`config.mk`:
```
export PLATFORM = sky130hd
export DESIGN_NAME = ghost_collision_monitor
export DESIGN_NICKNAME = d
export VERILOG_FILES = /design/src/rtl/ghost_collision_monitor_pkg.sv /design/src/rtl/ghost_hit_check.sv /design/src/rtl/ghost_collision_monitor.sv
export SDC_FILE = /design/constraint.sdc
export NUM_CORES = 1
export LEC_CHECK = 0
export CAP_MARGIN = 15
export CORE_ASPECT_RATIO = 0.5
export CORE_UTILIZATION = 35
export DETAILED_ROUTE_END_ITERATION = 6
export PLACE_DENSITY_LB_ADDON = 0.08
export SLEW_MARGIN = 40
export SYNTH_ARGS = -nofsm -noshare
export SYNTH_HDL_FRONTEND = slang
export SYNTH_SLANG_ARGS = --single-unit
```
`constraint.sdc`:
```
create_clock -name clk -period 1.85 [get_ports clk]
set_input_delay 0.555 -clock clk [delete_from_list [all_inputs] [get_ports clk]]
set_output_delay 0.555 -clock clk [all_outputs]
set_load 0.1 [all_outputs]
```
`src/rtl/ghost_collision_monitor_pkg.sv`:
```
// ghost_collision_monitor_pkg: shared screen geometry, direction codes and monitor state encodings.
package ghost_collision_monitor_pkg;
  localparam int WIDTH = 640;
  localparam int HEIGHT = 480;
  localparam int width_log2 = 10;
  localparam int height_log2 = 9;
  localparam logic [1:0] dir_up = 2'd0;
  localparam logic [1:0] dir_down = 2'd1;
  localparam logic [1:0] dir_left = 2'd2;
  localparam logic [1:0] dir_right = 2'd3;
  typedef enum logic [1:0] {
    mon_play   = 2'd0,
    mon_freeze = 2'd1,
    mon_over   = 2'd2
  } mon_state_e;
  // Codes are paired (up/down, left/right) so flipping bit 0 gives the opposite.
  function automatic logic [1:0] opp_dir(input logic [1:0] d);
    return d ^ 2'b01;
  endfunction
endpackage

```
`src/rtl/ghost_hit_check.sv`:
```
// ghost_hit_check: same-tile compare for one ghost; with GHOST_CROSS_DETECT_EN also the pass-through test.
module ghost_hit_check
  import ghost_collision_monitor_pkg::*;
(
  input  logic [width_log2-1:0]  ghost_x,
  input  logic [height_log2-1:0] ghost_y,
  input  logic [width_log2-1:0]  player_x,
  input  logic [height_log2-1:0] player_y,
`ifdef GHOST_CROSS_DETECT_EN
  input  logic                   clk,
  input  logic                   reset,
  input  logic                   upd,
  input  logic                   clr,
  input  logic [1:0]             ghost_dir,
  input  logic [1:0]             player_opp,
  input  logic [width_log2-1:0]  player_px,
  input  logic [height_log2-1:0] player_py,
  input  logic                   player_vld,
`endif
  output logic                   hit
);
  logic same;
  assign same = ghost_x == player_x && ghost_y == player_y;
`ifdef GHOST_CROSS_DETECT_EN
  logic [width_log2-1:0] prev_x_q, prev_x_d;
  logic [height_log2-1:0] prev_y_q, prev_y_d;
  logic vld_q, vld_d;
  always_comb begin
    prev_x_d = upd ? ghost_x : prev_x_q;
    prev_y_d = upd ? ghost_y : prev_y_q;
    vld_d = clr ? 1'b0 : upd ? 1'b1 : vld_q;
  end
  always_ff @(posedge clk or posedge reset) begin
    if (reset) begin
      prev_x_q <= '0;
      prev_y_q <= '0;
      vld_q <= 1'b0;
    end else begin
      prev_x_q <= prev_x_d;
      prev_y_q <= prev_y_d;
      vld_q <= vld_d;
    end
  end
  // Ghost and player swapped tiles this step while heading toward each other.
  assign hit = same || (vld_q && player_vld && prev_x_q == player_x && prev_y_q == player_y &&
                        player_px == ghost_x && player_py == ghost_y && ghost_dir == player_opp);
`else
  assign hit = same;
`endif
endmodule

```
`src/rtl/ghost_collision_monitor.sv`:
```
// ghost_collision_monitor: catch detection, lives, freeze/respawn sequencing and game-over latch.
// Optional pass-through detection is enabled by defining GHOST_CROSS_DETECT_EN.
module ghost_collision_monitor
  import ghost_collision_monitor_pkg::*;
#(
  parameter int NUM_GHOSTS = 4,
  parameter int LIVES = 3,
  parameter int FREEZE_STEPS = 4
) (
  input  logic                              clk,
  input  logic                              reset,
  input  logic                              step,
  input  logic                              restart,
  input  logic [width_log2-1:0]             player_x,
  input  logic [height_log2-1:0]            player_y,
  input  logic [NUM_GHOSTS*width_log2-1:0]  ghost_x,
  input  logic [NUM_GHOSTS*height_log2-1:0] ghost_y,
  input  logic [2*NUM_GHOSTS-1:0]           ghost_direction,
  output logic [1:0]                        lives,
  output logic                              caught,
  output logic [1:0]                        caught_id,
  output logic [NUM_GHOSTS-1:0]             caught_mask,
  output logic                              freeze,
  output logic                              respawn,
  output logic                              game_over
);
  mon_state_e state_q, state_d;
  logic [3:0] cnt_q, cnt_d;
  logic [1:0] lives_q, lives_d, caught_id_q, caught_id_d, first_id;
  logic caught_q, caught_d, respawn_q, respawn_d, play_step;
  logic [NUM_GHOSTS-1:0] caught_mask_q, caught_mask_d, hit;
  assign play_step = step && state_q == mon_play;
`ifdef GHOST_CROSS_DETECT_EN
  logic [width_log2-1:0] player_px_q, player_px_d;
  logic [height_log2-1:0] player_py_q, player_py_d;
  logic player_vld_q, player_vld_d;
  logic [1:0] player_opp;
  always_comb begin
    player_px_d = play_step ? player_x : player_px_q;
    player_py_d = play_step ? player_y : player_py_q;
    player_vld_d = respawn_d ? 1'b0 : play_step ? 1'b1 : player_vld_q;
    player_opp = opp_dir(player_x > player_px_q ? dir_right : player_x < player_px_q ? dir_left :
                         player_y > player_py_q ? dir_down : dir_up);
  end
  always_ff @(posedge clk or posedge reset) begin
    if (reset) begin
      player_px_q <= '0;
      player_py_q <= '0;
      player_vld_q <= 1'b0;
    end else begin
      player_px_q <= player_px_d;
      player_py_q <= player_py_d;
      player_vld_q <= player_vld_d;
    end
  end
`else
  logic unused_dir;
  assign unused_dir = ^ghost_direction;
`endif
  for (genvar i = 0; i < NUM_GHOSTS; i++) begin : g_hit
    ghost_hit_check u_hit (
      .ghost_x   (ghost_x[i*width_log2 +: width_log2]),
      .ghost_y   (ghost_y[i*height_log2 +: height_log2]),
      .player_x  (player_x),
      .player_y  (player_y),
`ifdef GHOST_CROSS_DETECT_EN
      .clk       (clk),
      .reset     (reset),
      .upd       (play_step),
      .clr       (respawn_d),
      .ghost_dir (ghost_direction[2*i +: 2]),
      .player_opp(player_opp),
      .player_px (player_px_q),
      .player_py (player_py_q),
      .player_vld(player_vld_q),
`endif
      .hit       (hit[i])
    );
  end
  always_comb begin
    state_d = state_q;
    cnt_d = cnt_q;
    lives_d = lives_q;
    caught_d = 1'b0;
    respawn_d = 1'b0;
    caught_id_d = caught_id_q;
    caught_mask_d = caught_mask_q;
    first_id = 2'd0;
    for (int i = NUM_GHOSTS - 1; i >= 0; i--) if (hit[i]) first_id = 2'(i);
    case (state_q)
      mon_play: if (step && |hit) begin
        lives_d = lives_q - 2'd1;
        caught_d = 1'b1;
        caught_id_d = first_id;
        caught_mask_d = hit;
        state_d = lives_q == 2'd1 ? mon_over : mon_freeze;
        cnt_d = 4'(FREEZE_STEPS - 1);
      end
      mon_freeze: if (step) begin
        respawn_d = cnt_q == 4'd0;
        state_d = cnt_q == 4'd0 ? mon_play : mon_freeze;
        cnt_d = cnt_q == 4'd0 ? 4'd0 : cnt_q - 4'd1;
      end
      default: if (restart) begin
        lives_d = 2'(LIVES);
        respawn_d = 1'b1;
        state_d = mon_play;
      end
    endcase
  end
  always_ff @(posedge clk or posedge reset) begin
    if (reset) begin
      state_q <= mon_play;
      cnt_q <= 4'd0;
      lives_q <= 2'(LIVES);
      caught_q <= 1'b0;
      respawn_q <= 1'b0;
      caught_id_q <= 2'd0;
      caught_mask_q <= '0;
    end else begin
      state_q <= state_d;
      cnt_q <= cnt_d;
      lives_q <= lives_d;
      caught_q <= caught_d;
      respawn_q <= respawn_d;
      caught_id_q <= caught_id_d;
      caught_mask_q <= caught_mask_d;
    end
  end
  assign lives = lives_q;
  assign caught = caught_q;
  assign caught_id = caught_id_q;
  assign caught_mask = caught_mask_q;
  assign respawn = respawn_q;
  assign freeze = state_q == mon_freeze;
  assign game_over = state_q == mon_over;
endmodule

```
==> reports/results.ini, run 1 <==
[outcome]
status=complete, but fails checks
violations=negative setup slack

[timing]
finClkSkew_ps=5.246
timing.final.crit_share=1.155
finalSetupTns_ps=-2993
worst_pin_slew_ps=696.7
relSlewSlack=0.5313
fmax_mhz=467.9
finalSetupViolations=15
rsz0062_at_grt=true
finalHoldViolCount=0
setup_slack_ps=-287.2
min_period_ps=2137
maxSlewViolCount=0
holdWs_ps=553.0

[pwr]
finalPower_mw=1.182
p_int_uw=822.1
leakage_nw=1.425
power_density_mw_per_mm2=360.0
ir_worst_vdd_mv=0.2421
power_switching_uw=359.4
swShare=0.3042
combPwrFrac=0.457
seq_power_share=0.309
p_clk_frac=0.235

[global_routing]
grt_overflow_total=0
grt_pass1_wl_um=8576
grt_util_met2=0.4349
grtUsageMet3=0.02462
gr-usage-met1=0.2536
busiest_layer=met2
antenna_found_initial=0
grt_max_degree=17
grt_pass1_vias=1858
grtUsageTotal=0.2201

[place]
dp_hpwl_um=4487
io_buffer_count=110
dpl_worst_slack_ps=-1126
place_inst=371
gp_congestion=0.8044

[clock_tree]
clk_latency_ps=250
cts_hold_buf=0
clockRootBuffer=clkbuf_8
clock_path_buffers=2
cts_tree=yes
cts-buffers-inserted=3
h-tree-depth=1
cts.sinks=16
clkTransAtPathRegs_ps=70

[yosys]
synth_most_common_cell=xnor2_1
ys_types=31
ys_warn_count=0
synth_nets=302
yosys-top-cells-count=76 x xnor2_1, 20 x nand4_1, 14 x dfrtp_1
syn_area_per_cell_um2=8.687
synthTopCellsByArea=xnor2_1 39%, dfrtp_1 21%, nand4_1 7.4%
async_flop_share=1.000
synth_edf_count=0
synth_top_area_share=0.3950
synth_cells=194
syn_area_mm2=0.001685
synth-seq-area-share=0.2390
yosysTopAreaCell=xnor2_1
synth-seq-cells=16
ys.flop_type=dfrtp_1

[min_path]
min_path_type=flip-flop to flip-flop
hold_depth=1

[setup_path]
startpoint_type=input port
critPathKind=input port to flip-flop
slowest_delay_ps=340
cp_common_cell=nand4_1
cp_cell_sequence=buf_8 > buf_6 > xnor2_4 > nand4_1 > nor4_4 > nand4_1 > a41o_4 > mux2_4
cp.required_ps=1990
r2r_cells=4
cp-end-kind=flip-flop
path_max_fanout=5
crit_arrival_ps=2280
cp_slowest_cell=nor4_4

[route]
wire_per_inst_um=14.71
viasPerCell=4.749
ant_nets=0
wl_um=5634
vias=1819
drtIter0Drc=23
drcViolationCount=0
dr.pass1.iters=4

[cells_and_area]
nets=426
layout-drive-gt1-share=0.3533
antenna_cells=0
syn_to_final_growth_pct=94.73
seqCellArea_um2=402.9
multi_input_area_mm2=0.001399
fill_cells=374
instances_no_fill=383

[floorplanning]
fp.dieW_um=100.1
rows=17
num_io_pins=119
coreArea_mm2=0.004509
initial_core_util=0.3738
dieArea_mm2=0.005114
die_y_um=51.07

[run]
maxCapViolations=0

-- final timing paths --
| path | from | end | slack, ps |
|---|---|---|---|
| setup / recovery | player_x[9] | caught_mask[1] | -290 |
| hold / removal | caught_mask[2] | caught_mask[2] | 550 |
| setup reg to reg | cnt_q[2] | state_q[0] | 290 |
| hold reg to reg | caught_mask[2] | caught_mask[2] | 550 |
| max in group asynchronous | reset | lives[0] | 1000 |
| min in group asynchronous | reset | caught_id[0] | 600 |
-- cell families (layout without fill, tap and decap cells) --
kind of cell,after synthesis,count (layout),synth area share
buffers and inverters,26,148,0.08315
XOR/XNOR,76,76,0.3950
multiplexers,3,3,0.01856
AND/OR/NAND/NOR,51,51,0.1685
flip-flops,16,16,0.2391
adder cells (fa/ha/maj),1,1,0.007423
AO/OA/AOI/OAI,21,22,0.08835
-- metal layers --
metal  part of all wire  vias up
met2               0.53       54
li1                   -      913
met5                  0        -
met3              0.037        6
met1               0.42      846
met4             0.0094        0
-- repair_timing --
action,CTS,global route
buffers inserted,7,0
resized for setup,216,25
cloned,1,0
endpoints found under the setup margin,16,15
pin swaps,86,22
-- layout make-up --
cell class / count / area share
Timing Repair Buffer: 140 / 0.4075
Tap cell: 66 / 0.02516
Clock buffer: 4 / 0.01372
Inverter: 4 / 0.004575
Multi-Input combinational cell: 153 / 0.4262
Sequential cell: 16 / 0.1228
-- per-stage QoR --
step | util | cell area [um^2]
final | 0.7278 | 3282
after global routing | 0.7278 | 3282
after CTS | 0.7178 | 3237
after detailed placement | 0.6787 | 3060
after global placement | 0.6787 | 3060
after floorplan | - | 1777
-- state kept, by name, summed over array words and instances (netlist names) --
register	flops
caught	1
caught_id	2
caught_mask	4
cnt_q	4
lives	2
respawn	1
state_q	2
-- layout by cell type (no fill, tap or decap), types with 4 or more instances in the layout --
cell type,instances
xnor2_1,61
dlygate4sd2_1,34
nand4_1,20
clkdlybuf4s15_1,19
buf_12,13
nand2_1,6
clkdlybuf4s50_1,15
clkbuf_2,4
nor2_1,4
buf_6,6
dfrtp_1,14
xnor2_2,14
nand3_1,5
a21oi_1,5
buf_4,27
buf_2,17
-- power by group through the flow --
stage / logic [mW] / registers, mW / clock network (mW)
2_1_floorplan: 0.243 / 0.402 / 0
3_3_place_gp: 0.539 / 0.371 / 0
3_5_place_dp: 0.549 / 0.371 / 0
4_1_cts: 0.529 / 0.365 / 0.280
5_1_grt: 0.575 / 0.366 / 0.299
6_report: 0.539 / 0.365 / 0.277
-- worst max-delay path, delay by kind of cell --
kind	cells	cell delay, ps
AO/OA/AOI/OAI	1	300
XOR/XNOR	1	140
buffers and inverters	2	230
multiplexers	1	300
AND/OR/NAND/NOR	3	760
Note: power is estimated with default switching activity, not from simulation.
==> inputs of run 2 (changes only) <==
--- a/config.mk
+++ b/config.mk
@@ -6,10 +6,11 @@
 export NUM_CORES = 1
 export LEC_CHECK = 0
 export CAP_MARGIN = 15
-export CORE_ASPECT_RATIO = 0.5
+export CORE_ASPECT_RATIO = 1.4
 export CORE_UTILIZATION = 35
 export DETAILED_ROUTE_END_ITERATION = 6
 export PLACE_DENSITY_LB_ADDON = 0.08
+export REMOVE_ABC_BUFFERS = 1
 export SLEW_MARGIN = 40
 export SYNTH_ARGS = -nofsm -noshare
 export SYNTH_HDL_FRONTEND = slang
==> run 2 against run 1 <==
Compared with the run above:
- the run still ends with negative setup slack left
- critical path depth up 1
- final cell count up 1.0%
- register-to-register slack better by 50 ps
- combinational power up 8.9%
- clock-buffer cell count unchanged
- routed wire length up 2.7%
- via count up 4.6%
- global-route usage up 1.8 points
- flip-flop and latch count unchanged
- largest power group unchanged
==> reports/results.ini, run 2 (synthesized netlist as in run 1, its figures left out) <==
[floorplanning]
rows=29
die_y_um=84.11
coreArea_mm2=0.004572
initial_core_util=0.3686
num_io_pins=119
fp.dieW_um=60.65
dieArea_mm2=0.005101

[timing]
setup_slack_ps=-286.1
relSlewSlack=0.6025
fmax_mhz=468.1
finClkSkew_ps=0.9709
min_period_ps=2136
maxSlewViolCount=0
worst_pin_slew_ps=590.9
finalHoldViolCount=0
finalSetupTns_ps=-3046
timing.final.crit_share=1.155
rsz0062_at_grt=true
finalSetupViolations=15

[route]
ant_nets=0
viasPerCell=4.915
wl_met1_um=1949
wl_um=5785
dr.pass1.iters=4
wl_met3_um=396
drcViolationCount=0
vias=1902
wire_per_inst_um=14.95
wl_met2_um=3357
maxUsedRoutingLayer=met4
drtIter0Drc=74

[place]
gp_congestion=0.7680
io_buffer_count=110
place_inst=375
dpl_worst_slack_ps=-1113
dp_hpwl_um=4726

[setup_path]
cp.required_ps=1990
cp-end-kind=flip-flop
critPathKind=input port to flip-flop
startpoint_type=input port
startpoint=player_y[3]
cp_cell_sequence=buf_8 > buf_6 > buf_4 > xnor2_2 > nand4_1 > nor4_1 > nand4_1 > a41o_4 > mux2_4
cp_slowest_cell=a41o_4
r2r_cells=4
worstReg2RegEnd=cnt_q[3]
reg2reg_slack_ps=340
slowest_delay_ps=350
rr_startpoint=state_q[0]
cp_common_cell=nand4_1
path_max_fanout=6
crit_arrival_ps=2270

[outcome]
violations=negative setup slack
status=complete, but fails checks

[run]
maxCapViolations=0

[clock_tree]
cts_tree=yes
clk_latency_ps=250
cts.sinks=16
cts-buffers-inserted=3
clock_path_buffers=2
clkTransAtPathRegs_ps=60
h-tree-depth=1
clockRootBuffer=clkbuf_8
cts_hold_buf=0

[global_routing]
grt_max_degree=17
grt_overflow_total=0
antenna_found_initial=0
grt_pass1_wl_um=9135
grtUsageTotal=0.2385
grt_pass1_vias=2068

[min_path]
min_from=caught_mask[2]
min_to=caught_mask[2]
hold_depth=1
min_path_type=flip-flop to flip-flop

[cells_and_area]
fin_util=0.7597
nets=434
final_cell_mix=48 x xnor2_1, 26 x xnor2_2, 26 x buf_4
layout-drive-gt1-share=0.4523
layout_commonest_cell=xnor2_1
instances_no_fill=387
antenna_cells=0
syn_to_final_growth_pct=106.1
fill_cells=335

[pwr]
leakage_nw=1.525
ir_worst_vdd_mv=0.2343
power_density_mw_per_mm2=362.1

run 2: cell types whose count changed in the layout (fill, tap and decap cells not counted), moves of 2 or more:
cell | before | now
buf_6 | 6 | 22
clkbuf_2 | 4 | 9
clkdlybuf4s15_2 | 3 | 6
dlygate4sd2_1 | 34 | 18
nor4_4 | 2 | 0
xnor2_1 | 61 | 48
xnor2_2 | 14 | 26
run 2: worst max-delay path by stage:
stage                endpoint  slack [ps]  cells past startpoint
2_1_floorplan        cnt_q[3]       -1090                      4
3_3_place_gp   caught_mask[1]       -1090                      7
3_5_place_dp         lives[0]       -1110                      8
4_1_cts        caught_mask[1]        -210                      8
5_1_grt        caught_mask[1]        -350                      9
6_report       caught_mask[1]        -290                      9
run 2: cell type report:
class                      instances  area [um^2]  share of cell area
multi-input combinational        153         1485              0.4276
tap                               62        77.57             0.02233
timing repair buffer             148         1436              0.4135
inverter                           4        15.01            0.004323
clock buffer                       4        55.05             0.01585
sequential                        16        404.1              0.1164
run 2: per-layer routing:
| metal | up-vias | GRT usage |
|---|---|---|
| li1 | 922 | - |
| met1 | 880 | 0.2421 |
| met2 | 89 | 0.4645 |
| met3 | 11 | 0.05116 |
| met4 | 0 | 0.05785 |
| met5 | - | 0 |
run 2: where the power goes:
part	leakage (nW)	total (mW)	internal [mW]	switching (mW)
sequential	0.215	0.365	0.358	0.00720
combinational	1.28	0.587	0.349	0.238
clock	0.0288	0.305	0.189	0.116
total	1.52	1.26	0.896	0.361
run 2: worst max-delay path, delay by kind of cell:
kind	cells	cell delay (ps)
AND/OR/NAND/NOR	3	580
AO/OA/AOI/OAI	1	350
XOR/XNOR	1	130
multiplexers	1	300
buffers and inverters	3	350
run 2: what timing repair did:
action | in CTS | in global routing
resized for setup | 261 | 55
endpoints found under the setup margin | 16 | 16
gates cloned | 1 | 0
buffers inserted | 6 | 2
pin swaps | 89 | 49
run 2: per-stage QoR:
| step | area [um^2] | hold slack, ps | power, mW |
|---|---|---|---|
| after floorplan | 1560 | 467.3 | 0.5808 |
| after global placement | 3092 | 534.4 | 0.9170 |
| after detailed placement | 3092 | 540.2 | 0.9236 |
| after CTS | 3311 | 555.8 | 1.221 |
| after global routing | 3473 | 555.5 | 1.317 |
| final | 3473 | 546.1 | 1.258 |
